`src/rtl/mos6502_pkg.sv`:
```
// Shared constants for the 6502 instruction register / T-state sequencer.
package mos6502_pkg;

  localparam int TS_T0  = 0;
  localparam int TS_T1X = 1;
  localparam int TS_T2  = 2;
  localparam int TS_T3  = 3;
  localparam int TS_T4  = 4;
  localparam int TS_T5  = 5;
  localparam int TS_W   = 6;

  localparam logic [TS_W-1:0] TS_T0_OH  = 6'b000001;
  localparam logic [TS_W-1:0] TS_T1X_OH = 6'b000010;
  localparam logic [TS_W-1:0] TS_T5_OH  = 6'b100000;

  localparam logic [7:0] OP_BRK = 8'h00;

endpackage

```
`src/rtl/tstate_ring.sv`:
```
// One-hot T-state ring: T0 -> T1X -> T2..T5 (saturating), ENDS returns to T0.
module tstate_ring
  import mos6502_pkg::*;
(
  input  logic            clk,
  input  logic            res,
  input  logic            rdy,
  input  logic            end_req,
  output logic [TS_W-1:0] ts
);

  logic [TS_W-1:0] ts_next;

  always_ff @(posedge clk) begin
    if (res) ts <= TS_T0_OH;
    else     ts <= ts_next;
  end

  always_comb begin
    ts_next = ts;
    if (rdy) begin
      if (ts[TS_T0])      ts_next = TS_T1X_OH;
      else if (end_req)   ts_next = TS_T0_OH;
      else if (ts[TS_T5]) ts_next = TS_T5_OH;
      else                ts_next = {ts[TS_W-2:0], 1'b0};
    end
    // An upset that clears the ring must not strand the sequencer.
    if (ts_next == '0) ts_next = TS_T0_OH;
  end

endmodule

```
`src/rtl/ir_tstate_gen.sv`:
```
// Instruction register + T-state sequencer feeding the 6502 decoder.
// Optional build macro TGEN_BRK_INJECT_EN: a pending interrupt forces BRK into IR at T0->T1X.
module ir_tstate_gen
  import mos6502_pkg::*;
#(
  parameter logic [7:0] IR_RESET = 8'h00,
  parameter int         CNT_W    = 16
) (
  input  logic             CLK,
  input  logic             RES,
  input  logic             RDY,
  input  logic             ENDS,
  input  logic [7:0]       PD,
  input  logic             INT_PEND,
  output logic [7:0]       IR,
  output logic [7:0]       n_IR,
  output logic             IR01,
  output logic             n_T0,
  output logic             n_T1X,
  output logic             n_T2,
  output logic             n_T3,
  output logic             n_T4,
  output logic             n_T5,
  output logic [CNT_W-1:0] ICNT
);

  logic [TS_W-1:0] ts;
  logic            load;
  logic [7:0]      ir_d;

  tstate_ring u_ring (
    .clk     (CLK),
    .res     (RES),
    .rdy     (RDY),
    .end_req (ENDS),
    .ts      (ts)
  );

  assign load = RDY & ts[TS_T0];

`ifdef TGEN_BRK_INJECT_EN
  assign ir_d = INT_PEND ? OP_BRK : PD;
`else
  logic unused_int_pend;
  assign unused_int_pend = INT_PEND;
  assign ir_d = PD;
`endif

  // IR/n_IR/IR01 are all flopped so the decoder sees no input-to-output path.
  always_ff @(posedge CLK) begin
    if (RES) begin
      IR   <= IR_RESET;
      n_IR <= ~IR_RESET;
      IR01 <= |IR_RESET[1:0];
      ICNT <= '0;
    end else if (load) begin
      IR   <= ir_d;
      n_IR <= ~ir_d;
      IR01 <= |ir_d[1:0];
      ICNT <= ICNT + {{(CNT_W-1){1'b0}}, 1'b1};
    end
  end

  assign n_T0  = ~ts[TS_T0];
  assign n_T1X = ~ts[TS_T1X];
  assign n_T2  = ~ts[TS_T2];
  assign n_T3  = ~ts[TS_T3];
  assign n_T4  = ~ts[TS_T4];
  assign n_T5  = ~ts[TS_T5];

endmodule

```
`config.mk`:
```
export PLATFORM = sky130hd
export DESIGN_NAME = ir_tstate_gen
export DESIGN_NICKNAME = d
export VERILOG_FILES = /design/src/rtl/mos6502_pkg.sv /design/src/rtl/tstate_ring.sv /design/src/rtl/ir_tstate_gen.sv
export SDC_FILE = /design/constraint.sdc
export NUM_CORES = 1
export LEC_CHECK = 0
export BUFFER_PORTS_ARGS = -buffer_cell sky130_fd_sc_hd__buf_2
export CORE_MARGIN = 2
export CORE_UTILIZATION = 44
export CTS_CLUSTER_DIAMETER = 40
export DETAILED_ROUTE_END_ITERATION = 10
export GPL_TIMING_DRIVEN = 0
export PLACE_DENSITY = 0.74
export SLEW_MARGIN = 20
export SYNTH_ARGS = -nofsm -noshare
export SYNTH_HDL_FRONTEND = slang
export SYNTH_SLANG_ARGS = --single-unit
```
`constraint.sdc`:
```
create_clock -name CLK -period 1.5 [get_ports CLK]
set_input_delay 0.075 -clock CLK [delete_from_list [all_inputs] [get_ports CLK]]
set_output_delay 0.075 -clock CLK [all_outputs]
set_load 0.01 [all_outputs]
```
==> Word-level counts from Yosys, hierarchy flattened <==
Cells that the tools add are included.
{ "op_classes": {"add_sub_neg": 1, "multipliers": 0, "n_div": 0, "n_lt_le_gt_ge": 0, "n_eq_ne": 0, "n_shift": 0, "mux": 4, "bitwise_logic": 8, "reduce_logical": 3} }
{ "ops": {"columns": ["operator", "n"], "rows": [
  ["2-to-1 mux 6 bit", 4],
  ["adder 16 x 1 -> 16 bit (second input constant)", 1],
  ["inverter 8 bit", 1],
  ["zero test 6 bit", 1],
  ["inverter 1 bit", 6],
  ["OR reduction 2 bit", 2],
  ["AND 1 bit", 1]
]} }
{ "word_totals": {"register_bits": 39, "latch_bits": 0, "ram_bits": 0, "rom_bits": 0, "in_bits": 13, "output_inout_bits": 39, "elab_cells": 21, "memories": 0} }

==> Depth between registers and ports, before layout <==
Gate-level depths: netlist of run 1.
{ "depth": {"ltp_word": 6, "mapped_depth": 6} }

==> Cells and area by module <==
From an unflattened synthesis of run 1, not the netlist that was laid out.
{ "unflattened": {"hier_cells": 182, "hier_area_um2": 1581.5} }
{ "modules_own_cells": {"columns": ["module", "instances", "cells_each", "area_per_inst_um2"], "rows": [
  ["ir_tstate_gen", 1, 158, 1337.5],
  ["tstate_ring", 1, 24, 244.0]
]} }

==> Worst setup path before layout of run 1 <==
OpenSTA, ideal clock, no wires.
{ "synth_timing": {"path_type": "register to register", "startpoint": "register ICNT[0]", "endpoint": "register ICNT[12]", "setup_ps": 70, "t_arrival_ps": 1612, "path_slack_ps": -182, "stages_incl_launch_ff": 6, "path_buffers": 0, "path_cell_list": "dfxtp_1 -> ha_1 -> nand3_2 -> or4_4 -> or3_1 -> a21oi_1"} }
{ "synth_between": {"elab_chain_cells": 1} }
{ "synth_rtl": {"columns": ["item", "line_no", "rtl"], "rows": [
  ["start: declaration", "ir_tstate_gen.sv:24", "output logic [CNT_W-1:0] ICNT"],
  ["start signal: assignment", "ir_tstate_gen.sv:60", "ICNT <= ICNT + {{(CNT_W-1){1'b0}}, 1'b1};"],
  ["adder 16 x 1 -> 16 bit", "ir_tstate_gen.sv:60", null]
]} }
No other way between the ends.
A chain may end at the register's enable or synchronous reset.

==> Worst setup path in the final report of run 1 <==
{ "layout_timing": {"startpoint": "register ICNT[5]", "endpoint": "register ICNT[10]"} }
The elaborated chain is that of the path after synthesis.

==> out/results.txt, run 1 <==
The tools report the number of failing hold endpoints at the final stage as 0. In this design, the stage delay of the slowest critical-path cell is 0.53 ns. The number of cells on the critical path is 4. The detailed-routing wirelength on met1 is 1614 µm. STA classifies the critical path startpoint as a flip-flop. For this design the total switching power over the nets is 0.5207 mW.

The wire length per cell after detailed routing came out at 12.22 µm. For the cell leakage power, the log shows 0.9487 nW. The run gives 0 as the number of antenna cells inserted. The flow ran to the end, but the final reports show violations. Counting instances, the worst hold path has a depth of 3.

Critical path class: flip-flop to flip-flop. Counting flops with an async set or reset pin after synthesis yields a share of 0%. The post-placement worst setup slack was -0.2398 ns. At the later pin of the worst-skew pair, clock insertion delay measures 0.35 ns. The path class of the lowest-slack min-delay path is primary input to flip-flop.

The clock tree synthesis step divided the H-tree into 2 levels. Buffers plus inverters on the worst setup path: 0. The post-route fraction of the period consumed by the critical path was 105.8%. Entering global routing, the biggest net connects 14 pins.

Once detail routing completed, the nets flagged for antenna violations numbered 0. By count the netlist is led by sky130_fd_sc_hd__dfxtp_1 (39), sky130_fd_sc_hd__nand2_1 (22), sky130_fd_sc_hd__nor2_1 (20). Global routing used 19.09% of the available tracks across all layers.

Fraction of final layout cells sized beyond drive strength 1: 34.35%. The tools report the placement-stage cell area as 0.001941 mm². The vias per cell works out to 4.919. The cell area after synthesis came out at 0.001598 mm². The signal on the critical path passes through nand4_4 -> or4_4 -> or3_1 -> a21oi_1. In this run, synthesis inferred 0 flip-flops with an integrated enable.

In this run switching power makes up 27.66% of total power. The initial core utilization was 46.78%; the largest driver fanout on the critical path was 6. The setup slack after layout came out at -0.08704 ns. The most common flop cell mapped by yosys was sky130_fd_sc_hd__dfxtp_1.

For this run, the register share of the synthesized area comes to 48.86%. Per-instance average area after synthesis: 8.499 µm². Power share of the sequential group: 58.0%.

Summing internal, switching and leakage power gives 1.882 mW. In this run, distinct cell masters in the synthesized netlist total 31. For this design the ratio of total power to cell area is 856.8 mW/mm². STA classifies the critical path endpoint as a flip-flop. The die outline height is 64.26 µm, and the routed wire length is 3764 µm. Max-capacitance violation count: 0. Clock-pin slew was measured on the worst setup and hold paths at 0.12 ns. Setup repair after global routing could not meet its margin everywhere. During I/O placement, the number of pins put on the boundary was 52. The tools report the number of buffers on the longest clock path as 2. For the max-slew violation count, the log shows 0. For this run, the number of standard cells in the final layout without fillers is 308.

At the pin with the least slew margin, the transition time is 0.4759 ns. The fmax was 0.6301 GHz; the worst endpoint data arrival time was 1.87 ns. Summed over all layers, the global routing overflow is 0. In the post-synthesis netlist, the cell with the most instances is sky130_fd_sc_hd__dfxtp_1. The number of input and output port buffers inserted was 50; the die extent in x was 64.26 µm.

The first routing iteration left 70 violations. After detailed routing, the met2 layer carries 1892 µm of wire. Clock buffer count from CTS: 5. For this run, the post-layout net count is 275. When the netlist entered floorplanning its net count stood at 202. The checks that failed: setup timing. Count of final setup violators: 6.

Synthesis inferred 39 register bits. Counting cells, the worst reg-to-reg path comes to 4. Of the total power, the clock network draws 28.5%. TritonCTS built the clock tree.

The length of the first detailed-routing pass in iterations is 4. The floorplan step defined a die boundary enclosing 0.004129 mm². The internal power of the cells totals 1.362 mW.

The count of unresolved DRC violations after routing was 0; the total of warnings raised by yosys was 0. Combinational cells account for 13.5% of the total power. The largest delay contributor family on the critical path is simple AND/OR/NAND/NOR gates. At the worst endpoint, the required time is 1.78 ns. Initial antenna violation count: 0.

The tools report the final clock skew as 0.009467 ns. At the end of routability-driven placement, the weighted congestion stood at 0.7397. For the via count of the first global-routing pass, the log shows 1,328. After floorplanning, the core was sized to cover 0.003416 mm².

For the cell total after placement, the log shows 284. The first global-routing pass estimated 6085 µm of wire. Of the post-synthesis cell area, the dominant cell type holds 48.86%.

The worst-path cell with the longest stage delay is sky130_fd_sc_hd__or4_4. After synthesis, the cell types taking the most area are sky130_fd_sc_hd__dfxtp_1 (49%), sky130_fd_sc_hd__a21oi_1 (6.0%), sky130_fd_sc_hd__nand2_1 (5.2%), sky130_fd_sc_hd__nor2_1 (4.7%), sky130_fd_sc_hd__o21ai_0 (3.8%). The half-perimeter wire length after placement came out at 2508 µm. Signal routing reaches up to met4. IR analysis of the VDD net gives a maximum drop of 0.6750 mV.

The tree is rooted in a sky130_fd_sc_hd__clkbuf_4. The initialized floorplan defines 21 standard-cell rows. After filler insertion, the fill cell instance count of the layout stands at 319. With fillers left out, the area of the finished cells amounts to 0.002197 mm². The synthesized design spends more area on one cell type than any other, namely sky130_fd_sc_hd__dfxtp_1. The routed layout has 1,515 vias.

Counting every instance in the synthesized netlist gives 188. The run gives 68.27% as the relative slew slack. The post-synthesis to final-layout area growth came out at 37.51%.

CTS saw 39 sinks. Counting I/O delays and the setup requirement, the final critical path takes 1.587 ns. The wire length on met3 was 193 µm.
-- cells by family after synthesis --
family,count (synthesis),synth area share [%]
simple gates,84,26.86
flops,39,48.86
compound gates,35,11.59
buf+inv,18,5.403
xor+xnor,8,4.385
mux,3,2.114
fa+ha+maj,1,0.7830
-- state kept, by name, summed over array words and instances (netlist names) --
register	cells
IR	8
n_IR	8
u_ring.ts	6
ICNT	16
IR01	1
-- routing by layer --
metal,GRT usage (%),vias up
li1,-,779
met1,22.47,689
met2,32.29,41
met3,5.282,6
met4,8.511,0
met5,0,-
-- path summary, 6_finish.rpt --
| check | startpoint | end | slack (ns) |
|---|---|---|---|
| worst min register to register | IR[6] | IR[6] | 0.46 |
| worst max-delay path | ICNT[5] | ICNT[10] | -0.09 |
| worst max register to register | ICNT[5] | ICNT[10] | -0.09 |
| worst min-delay path | ENDS | u_ring.ts[0] | 0.03 |
-- power by group through the flow --
stage	clock (mW)	combinational, mW	sequential (mW)
floorplan	0	0.113	1.14
global placement	0	0.213	1.13
detailed placement	0	0.217	1.13
CTS	0.552	0.252	1.09
global route	0.615	0.279	1.10
finish	0.536	0.255	1.09
-- worst min-delay path: stages --
cell	delay, ns
sky130_fd_sc_hd__buf_2	0.11
sky130_fd_sc_hd__nand3_1	0.07
sky130_fd_sc_hd__o211ai_1	0.08
-- layout by cell type (no fill, tap or decap), types with 2 or more instances in the layout --
| cell type | count |
|---|---|
| sky130_fd_sc_hd__xor2_1 | 3 |
| sky130_fd_sc_hd__nor2_1 | 20 |
| sky130_fd_sc_hd__buf_4 | 8 |
| sky130_fd_sc_hd__a21oi_1 | 19 |
| sky130_fd_sc_hd__clkbuf_4 | 5 |
| sky130_fd_sc_hd__mux2_2 | 3 |
| sky130_fd_sc_hd__dfxtp_4 | 7 |
| sky130_fd_sc_hd__or3_1 | 5 |
| sky130_fd_sc_hd__o21ai_0 | 12 |
| sky130_fd_sc_hd__nor2b_1 | 4 |
| sky130_fd_sc_hd__inv_1 | 9 |
| sky130_fd_sc_hd__nor3_1 | 5 |
| sky130_fd_sc_hd__dlygate4sd3_1 | 8 |
| sky130_fd_sc_hd__nand4_1 | 2 |
| sky130_fd_sc_hd__buf_2 | 50 |
| sky130_fd_sc_hd__nand2b_1 | 8 |
| sky130_fd_sc_hd__clkinvlp_4 | 2 |
| sky130_fd_sc_hd__dfxtp_1 | 30 |
| sky130_fd_sc_hd__xnor2_1 | 4 |
| sky130_fd_sc_hd__clkbuf_1 | 5 |
| sky130_fd_sc_hd__a22oi_1 | 2 |
| sky130_fd_sc_hd__nand3_1 | 7 |
| sky130_fd_sc_hd__nand2_1 | 22 |
| sky130_fd_sc_hd__and3_1 | 2 |
| sky130_fd_sc_hd__dfxtp_2 | 2 |
-- repair_timing --
action,in CTS,in global routing
endpoints found under the hold margin,11,0
hold buffers,8,0
setup endpoints to repair,16,9
buffers inserted,5,4
gates resized for setup,5,9
pin swaps,7,6
-- area by class of cell --
class / count / area, µm² / share of cell area [%]
buffer: 8 / 50.05 / 2.278
sequential: 39 / 809.5 / 36.85
timing repair buffer: 67 / 401.6 / 18.28
tap: 46 / 57.56 / 2.620
clock buffer: 5 / 37.54 / 1.708
multi-input combinational: 131 / 787.0 / 35.82
inverter: 9 / 33.78 / 1.538
clock inverter: 3 / 20.02 / 0.9112
-- metrics by stage --
stage	setup TNS, ns	hold slack, ns	utilization (%)
after floorplan	-0.1169	0.2269	-
after global placement	-2.048	0.3383	56.81
after detailed placement	-2.441	0.3481	56.81
after CTS	-0.2452	0.02059	62.34
after global routing	-0.7797	0.03444	64.32
final	-0.3006	0.02921	64.32
Note: power is estimated with default switching activity, not from simulation.
==> inputs of run 2 (changes only) <==
--- a/config.mk
+++ b/config.mk
@@ -16,3 +16,4 @@
 export SYNTH_ARGS = -nofsm -noshare
 export SYNTH_HDL_FRONTEND = slang
 export SYNTH_SLANG_ARGS = --single-unit
+export TNS_END_PERCENT = 50
==> out/results.txt, run 2 (synthesis gave the netlist of run 1 again) <==
The tools report the total congestion overflow as 0. The power share of the sequential group is 58.0%, and the total number of placement rows is 21. Clock buffer count from CTS: 5. The largest stage delay on the critical path was 0.51 ns.

The logs give 273 for the layout net count and 27.9% for the clock network fraction of total power. The placement-stage cell area was 0.001941 mm². The library cells used most frequently in the layout, excluding fill and tap cells, are sky130_fd_sc_hd__buf_2 (50), sky130_fd_sc_hd__dfxtp_1 (31), sky130_fd_sc_hd__nand2_1 (22). The final reports fail on setup timing. Of the total power, the share spent switching nets is 27.12%. Input and output buffers added on the ports amount to 50. The wire length per cell after detailed routing was 12.33 µm; the worst endpoint data arrival time was 1.90 ns. Overall fraction of global-route tracks in use: 19.98%. On the final layout, the worst clock skew is 0.01326 ns.

Power spread over the standard cell area amounts to 878.1 mW/mm². The root buffer cell chosen for the clock tree is sky130_fd_sc_hd__clkbuf_4. The global-route wire length before repair is 6368 µm. TritonCTS built the clock tree.

On the critical path the largest part of the delay comes from simple AND/OR/NAND/NOR gates. Final non-filler cell area: 0.002150 mm². The via count of the first global-routing pass was 1,423. The post-route fraction of the period consumed by the critical path is 106.5%.

The critical path goes through ha_4 -> nand3_4 -> or4_4 -> or3_1 -> a21oi_2. The run gives 0 as the count of unresolved DRC violations after routing. The logs give 0.9193 nW for the cell leakage power and 0 for the max-capacitance violation count. The net load switching power is 0.5119 mW, and the fraction of final layout cells sized beyond drive strength 1 is 33.46%. Post-synthesis to final-layout area growth: 34.53%.

The capturing element type of the critical path was a flip-flop. The required time of the worst setup path is 1.80 ns. The library cell used most frequently in the layout, excluding fill and tap cells, is sky130_fd_sc_hd__buf_2. The largest registers in the layout are ICNT: 16 flops, IR: 8 flops, n_IR: 8 flops. The finished layout holds 306 standard cells, fillers aside. Post-route antenna net violation count: 0. The run gives 1,503 as the detailed-route via count.

Max-slew violation count: 0. Internal power comes to 1.376 mW. The pin count of the biggest net entering global routing came out at 12.

The logs give -0.09678 ns for the setup slack after layout and 0 for the initial antenna violation count. The path class of the lowest-slack min-delay path was primary input to flip-flop. In this run the tightest slew margin relative to its limit is 63.34%. The number of placed I/O pins was 52; the buffers plus inverters on the worst setup path was 0. The worst setup path is of the flip-flop to flip-flop kind. Setup violations remaining at the end of the flow were counted as 3.

Setup repair after global routing could not meet its margin everywhere. The congestion estimate from routability-driven global placement came to 0.7804. Static timing analysis puts the maximum clock frequency at 0.6263 GHz. The number of antenna cells inserted came out at 0. The largest individual stage delay along the critical path comes from the cell sky130_fd_sc_hd__or4_4.

The run finished, with violations left. For the pin with the worst max-slew slack, the measured transition is 0.5499 ns. The number of failing hold endpoints at the final stage is 0, and the cell total after placement is 284. In this run the deepest clock path goes through 2 buffers.

Power share of the combinational group: 14.0%. For the area of the core, the log shows 0.003416 mm². The number of flip-flops under the largest register name is 16, and the die extent in x is 64.26 µm.

The worst-case IR drop observed on VDD is 0.6235 mV. The H-tree was split into 2 levels. The minimum period implied by the final worst setup slack came out at 1.597 ns. Detailed placement ended at an HPWL of 2515 µm. The die is 64.26 µm tall. After clock tree synthesis, the clock-pin slew on the worst setup and hold paths is 0.11 ns. CTS saw 39 sinks. The largest driver fanout on the critical path was 6; the number of DRC markers after the initial detailed-route iteration was 41.

The worst setup path is launched from a flip-flop. The count of fill cells added during filler insertion was 328; the routed wire length was 3774 µm. The register containing the most flip-flops in the final layout is ICNT. The initial utilization of the core area, before any placement, comes to 46.78%.

Dividing the detail-routed via count by the number of cells gives 4.912. The die covers 0.004129 mm². For this run, the detailed router's first-pass iteration total came to 4.

The clock network latency to the later pin of the worst-skew pair is 0.36 ns.
run 2: cell types whose count changed in the layout (fill, tap and decap cells not counted), moves of 2 or more:
cell                         delta
sky130_fd_sc_hd__a21oi_1        -2
sky130_fd_sc_hd__dfxtp_2        +2
sky130_fd_sc_hd__a21oi_2        +2
sky130_fd_sc_hd__dfxtp_4        -3
sky130_fd_sc_hd__clkinvlp_4     -2
run 2: final timing paths:
path / from / to / slack [ns] / depth (start not counted)
setup / recovery: ICNT[1] / ICNT[14] / -0.1 / 5
hold / removal: ENDS / u_ring.ts[0] / 0.01 / 3
setup reg to reg: ICNT[1] / ICNT[14] / -0.1 / 5
hold reg to reg: IR[4] / IR[4] / 0.47 / 2
run 2: cell type report:
cell class                      instances  area (µm²)  area share [%]
Sequential cell                        39       800.8           37.25
Buffer                                  7       46.29           2.154
Tap cell                               46       57.56           2.678
Multi-Input combinational cell        131       770.7           35.86
Inverter                                9       33.78           1.572
Clock buffer                            7       45.04           2.095
Timing Repair Buffer                   66       390.4           18.16
Clock inverter                          1       5.005          0.2328
run 2: routing by layer:
metal / track usage [%] / routed length [µm] / vias to the layer above
met4: 10.11 / 76 / 0
met2: 33.59 / 1836 / 32
li1: - / - / 779
met5: 0 / 0 / -
met1: 23.54 / 1692 / 685
met3: 4.930 / 168 / 7
run 2: stage by stage:
stage          TNS (ns)  utilization [%]  hold WS (ns)  total power [mW]  worst slack [ns]
4_1_cts         -0.2259            62.27       0.01144             1.889          -0.08476
6_report        -0.2569            62.93       0.01260             1.887          -0.09678
2_1_floorplan   -0.1341                -        0.2269             1.255          -0.05727
5_1_grt         -0.5910            62.93       0.02025             1.974           -0.1670
3_5_place_dp     -2.175            56.81        0.3496             1.346           -0.2105
3_3_place_gp     -1.936            56.81        0.3416             1.341           -0.2000
run 2: repair_timing:
item | in CTS | in global routing
hold endpoints to repair | 8 | 0
resized for setup | 4 | 4
pin swaps | 8 | 1
buffers inserted | 6 | 2
setup endpoints to repair | 16 | 19
hold buffers | 8 | 0
run 2: worst min-delay path, delay by kind of cell:
kind	cells	cell delay, ns
AOI/OAI and AO/OA	1	0.09
and+or+nand+nor	1	0.07
buffers and inverters	1	0.11
run 2: power groups by stage:
stage          sequential [mW]  combinational, mW  clock [mW]
2_1_floorplan             1.14              0.113           0
3_3_place_gp              1.13              0.214           0
3_5_place_dp              1.13              0.218           0
4_1_cts                   1.10              0.262       0.531
5_1_grt                   1.10              0.294       0.580
6_report                  1.10              0.265       0.527
==> inputs of run 3 (changes only) <==
--- a/config.mk
+++ b/config.mk
@@ -11,7 +11,7 @@
 export CTS_CLUSTER_DIAMETER = 40
 export DETAILED_ROUTE_END_ITERATION = 10
 export GPL_TIMING_DRIVEN = 0
-export PLACE_DENSITY = 0.74
+export PLACE_DENSITY = 0.82
 export SLEW_MARGIN = 20
 export SYNTH_ARGS = -nofsm -noshare
 export SYNTH_HDL_FRONTEND = slang
==> out/results.txt, run 3 (synthesis gave the netlist of run 1 again) <==
The fraction of final layout cells sized beyond drive strength 1 was 36.84%. Across the run, the number of max-cap violations was 0. The largest stage delay on the critical path was 0.38 ns; the cell leakage power was 0.9955 nW.

Clock tree synthesis found a total of 39 sinks. The tools report the fmax as 0.6361 GHz. After the first detailed-routing iteration, the DRC count stood at 76. Across the VDD grid, the largest voltage drop is 0.6424 mV. Pin placement for this block handled 52 I/O pins.

The register with the most flip-flops in the layout has 16 of them. The final critical path takes up 104.8% of the cycle. The multi-input logic area was 803.3 µm²; the number of levels the H-tree was split into was 2.

Once layout is done, the placed cells without fillers occupy 0.002275 mm². The tools report the cell total after placement as 284. The area growth from synthesis to layout is 42.36%. For the initial core utilization, the log shows 46.78%. The met3 usage in global routing is 7.570%, and the relative slew slack is 69.73%. The capturing element type of the critical path was a flip-flop.

The number of input and output port buffers inserted is 50, and the clock buffer count from CTS is 5. The number of antenna cells inserted was 0. The run gives 6 as the count of final setup violators.

The worst setup path is launched from a flip-flop. After clock tree synthesis, the clock-pin slew on the worst setup and hold paths is 0.12 ns. Entering global routing, the biggest net connects 13 pins. The logs give 1,432 for the via count of the first global-routing pass and 0 for the total congestion overflow. The worst endpoint data arrival time is 1.83 ns, and the die extent in x is 64.26 µm. For the number of failing hold endpoints at the final stage, the log shows 0.

The final reports fail on setup timing. The vias per cell came out at 4.869. The max-slew violation count was 0. The largest registers in the layout are ICNT: 16 flops, IR: 8 flops, n_IR: 8 flops. For this design, the slowest cell found on the critical path is sky130_fd_sc_hd__dfxtp_4. The largest driver fanout on the critical path was 4.

The library cell used most frequently in the layout, excluding fill and tap cells, is sky130_fd_sc_hd__buf_2. The required time of the worst setup path is 1.75 ns. The net count of the finished layout is 279.

Walking the worst path, the cells encountered are buf_6 -> nand4_1 -> nor4_4 -> nand3_2 -> mux2_4. The worst-margin pin slew works out to 0.4541 ns. The run finished, with violations left.

The floorplan step defined a die boundary enclosing 0.004129 mm². The first global-routing pass estimated 6244 µm of wire. For met1 alone, demand over resource in global routing was 23.54%.

The floorplan step defined a core boundary enclosing 0.003416 mm². After detailed placement, the total cell area comes to 0.001941 mm². Setup repair after global routing could not meet its margin everywhere. Registers take 813.3 µm². For met2 alone, demand over resource in global routing was 32.55%. For the initial antenna violation count, the log shows 0.

For the count of unresolved DRC violations after routing, the log shows 0. Across all register-to-register paths, the minimum setup slack is -0.07 ns. The setup path with the least slack is of type flip-flop to flip-flop. The final clock skew was 0.006931 ns; the clock network latency to the later pin of the worst-skew pair was 0.35 ns. Root buffer selected by CTS: sky130_fd_sc_hd__clkbuf_4.

The register with the most flip-flops in the final layout is ICNT. The logs give 4 for the length of the first detailed-routing pass in iterations and 21 for the total number of placement rows. For the setup total negative slack, the log shows -0.2659 ns. Dividing the detail-routed wire length by the instance count gives 12.18 µm.

The path class of the lowest-slack min-delay path is primary input to flip-flop. TritonCTS built the clock tree. Final weighted congestion in routability-driven placement: 0.7711. Summed over all layers, the routed wires come to 3800 µm. For this design the ratio of total power to cell area is 886.7 mW/mm².

Detailed-route via count: 1,519. The die outline height was 64.26 µm. The tools report the count of fill cells added during filler insertion as 299.

The layer flagged by global routing as most heavily used is met2. The post-route antenna net violation count was 0; the number of buffers on the longest clock path was 2. The tools report the setup slack after layout as -0.07196 ns. The smallest clock period supported by the final layout is computed as 1.572 ns. For the half-perimeter wire length after placement, the log shows 2503 µm. The number of standard cells in the layout, taps in and fillers out came out at 312. Leaving out fill and tap cells, the most frequent cells in the layout are sky130_fd_sc_hd__buf_2 (50), sky130_fd_sc_hd__dfxtp_1 (29), sky130_fd_sc_hd__nand2_1 (22). The overall fraction of global-route tracks in use came out at 19.64%.
## run 3: changes by cell type in the layout (fill, tap and decap cells not counted), moves of 2 or more
cell / previous run / this run
sky130_fd_sc_hd__buf_4: 8 / 11
sky130_fd_sc_hd__buf_6: 0 / 2
sky130_fd_sc_hd__dfxtp_2: 4 / 2
sky130_fd_sc_hd__dfxtp_4: 4 / 8
sky130_fd_sc_hd__o21ai_0: 12 / 10
sky130_fd_sc_hd__dfxtp_1: 31 / 29
## run 3: final timing paths
kind,start,cells past startpoint,endpoint
max,ICNT[1],5,ICNT[13]
min reg2reg,IR[7],2,IR[7]
max reg2reg,ICNT[1],5,ICNT[13]
min,ENDS,3,u_ring.ts[0]
## run 3: cell type report
cell class | count | share of cell area, %
Tap cell | 46 | 2.530
Clock inverter | 1 | 0.2200
Multi-Input combinational cell | 131 | 35.31
Buffer | 8 | 2.200
Sequential cell | 39 | 35.75
Timing Repair Buffer | 71 | 19.14
Inverter | 9 | 1.485
Clock buffer | 7 | 3.355
## run 3: stage by stage
| stage | hold WS (ns) | total power, mW | util (%) | worst slack (ns) |
|---|---|---|---|---|
| 2_1_floorplan | 0.2269 | 1.255 | - | -0.05727 |
| 3_3_place_gp | 0.3388 | 1.337 | 56.81 | -0.1584 |
| 3_5_place_dp | 0.3429 | 1.343 | 56.81 | -0.2025 |
| 4_1_cts | 0.01325 | 2.024 | 62.67 | -0.08840 |
| 5_1_grt | 0.02929 | 2.125 | 66.59 | -0.1412 |
| 6_report | 0.02867 | 2.017 | 66.59 | -0.07196 |
## run 3: where the power goes
part,total [mW],switching [mW],internal (mW),leakage [nW]
logic,0.260,0.140,0.121,0.624
registers,1.09,0.0246,1.07,0.325
clock network,0.666,0.339,0.327,0.0464
## run 3: repair_timing
action	CTS	global route
buffers inserted	5	9
pin swaps	8	6
endpoints found under the hold margin	8	1
resized for setup	4	19
hold buffers	7	1
endpoints found under the setup margin	16	10
## run 3: critical path, delay by kind of cell (launching register included)
| kind | cells | cell delay (ns) |
|---|---|---|
| buffers and inverters | 1 | 0.10 |
| flip-flops | 1 | 0.38 |
| multiplexers | 1 | 0.31 |
| AND/OR/NAND/NOR | 3 | 0.67 |
## run 3: layer usage
metal | up-vias | wire length (µm)
met5 | - | 0
met4 | 0 | 86
met3 | 11 | 179
met2 | 37 | 1810
met1 | 682 | 1724
li1 | 789 | -
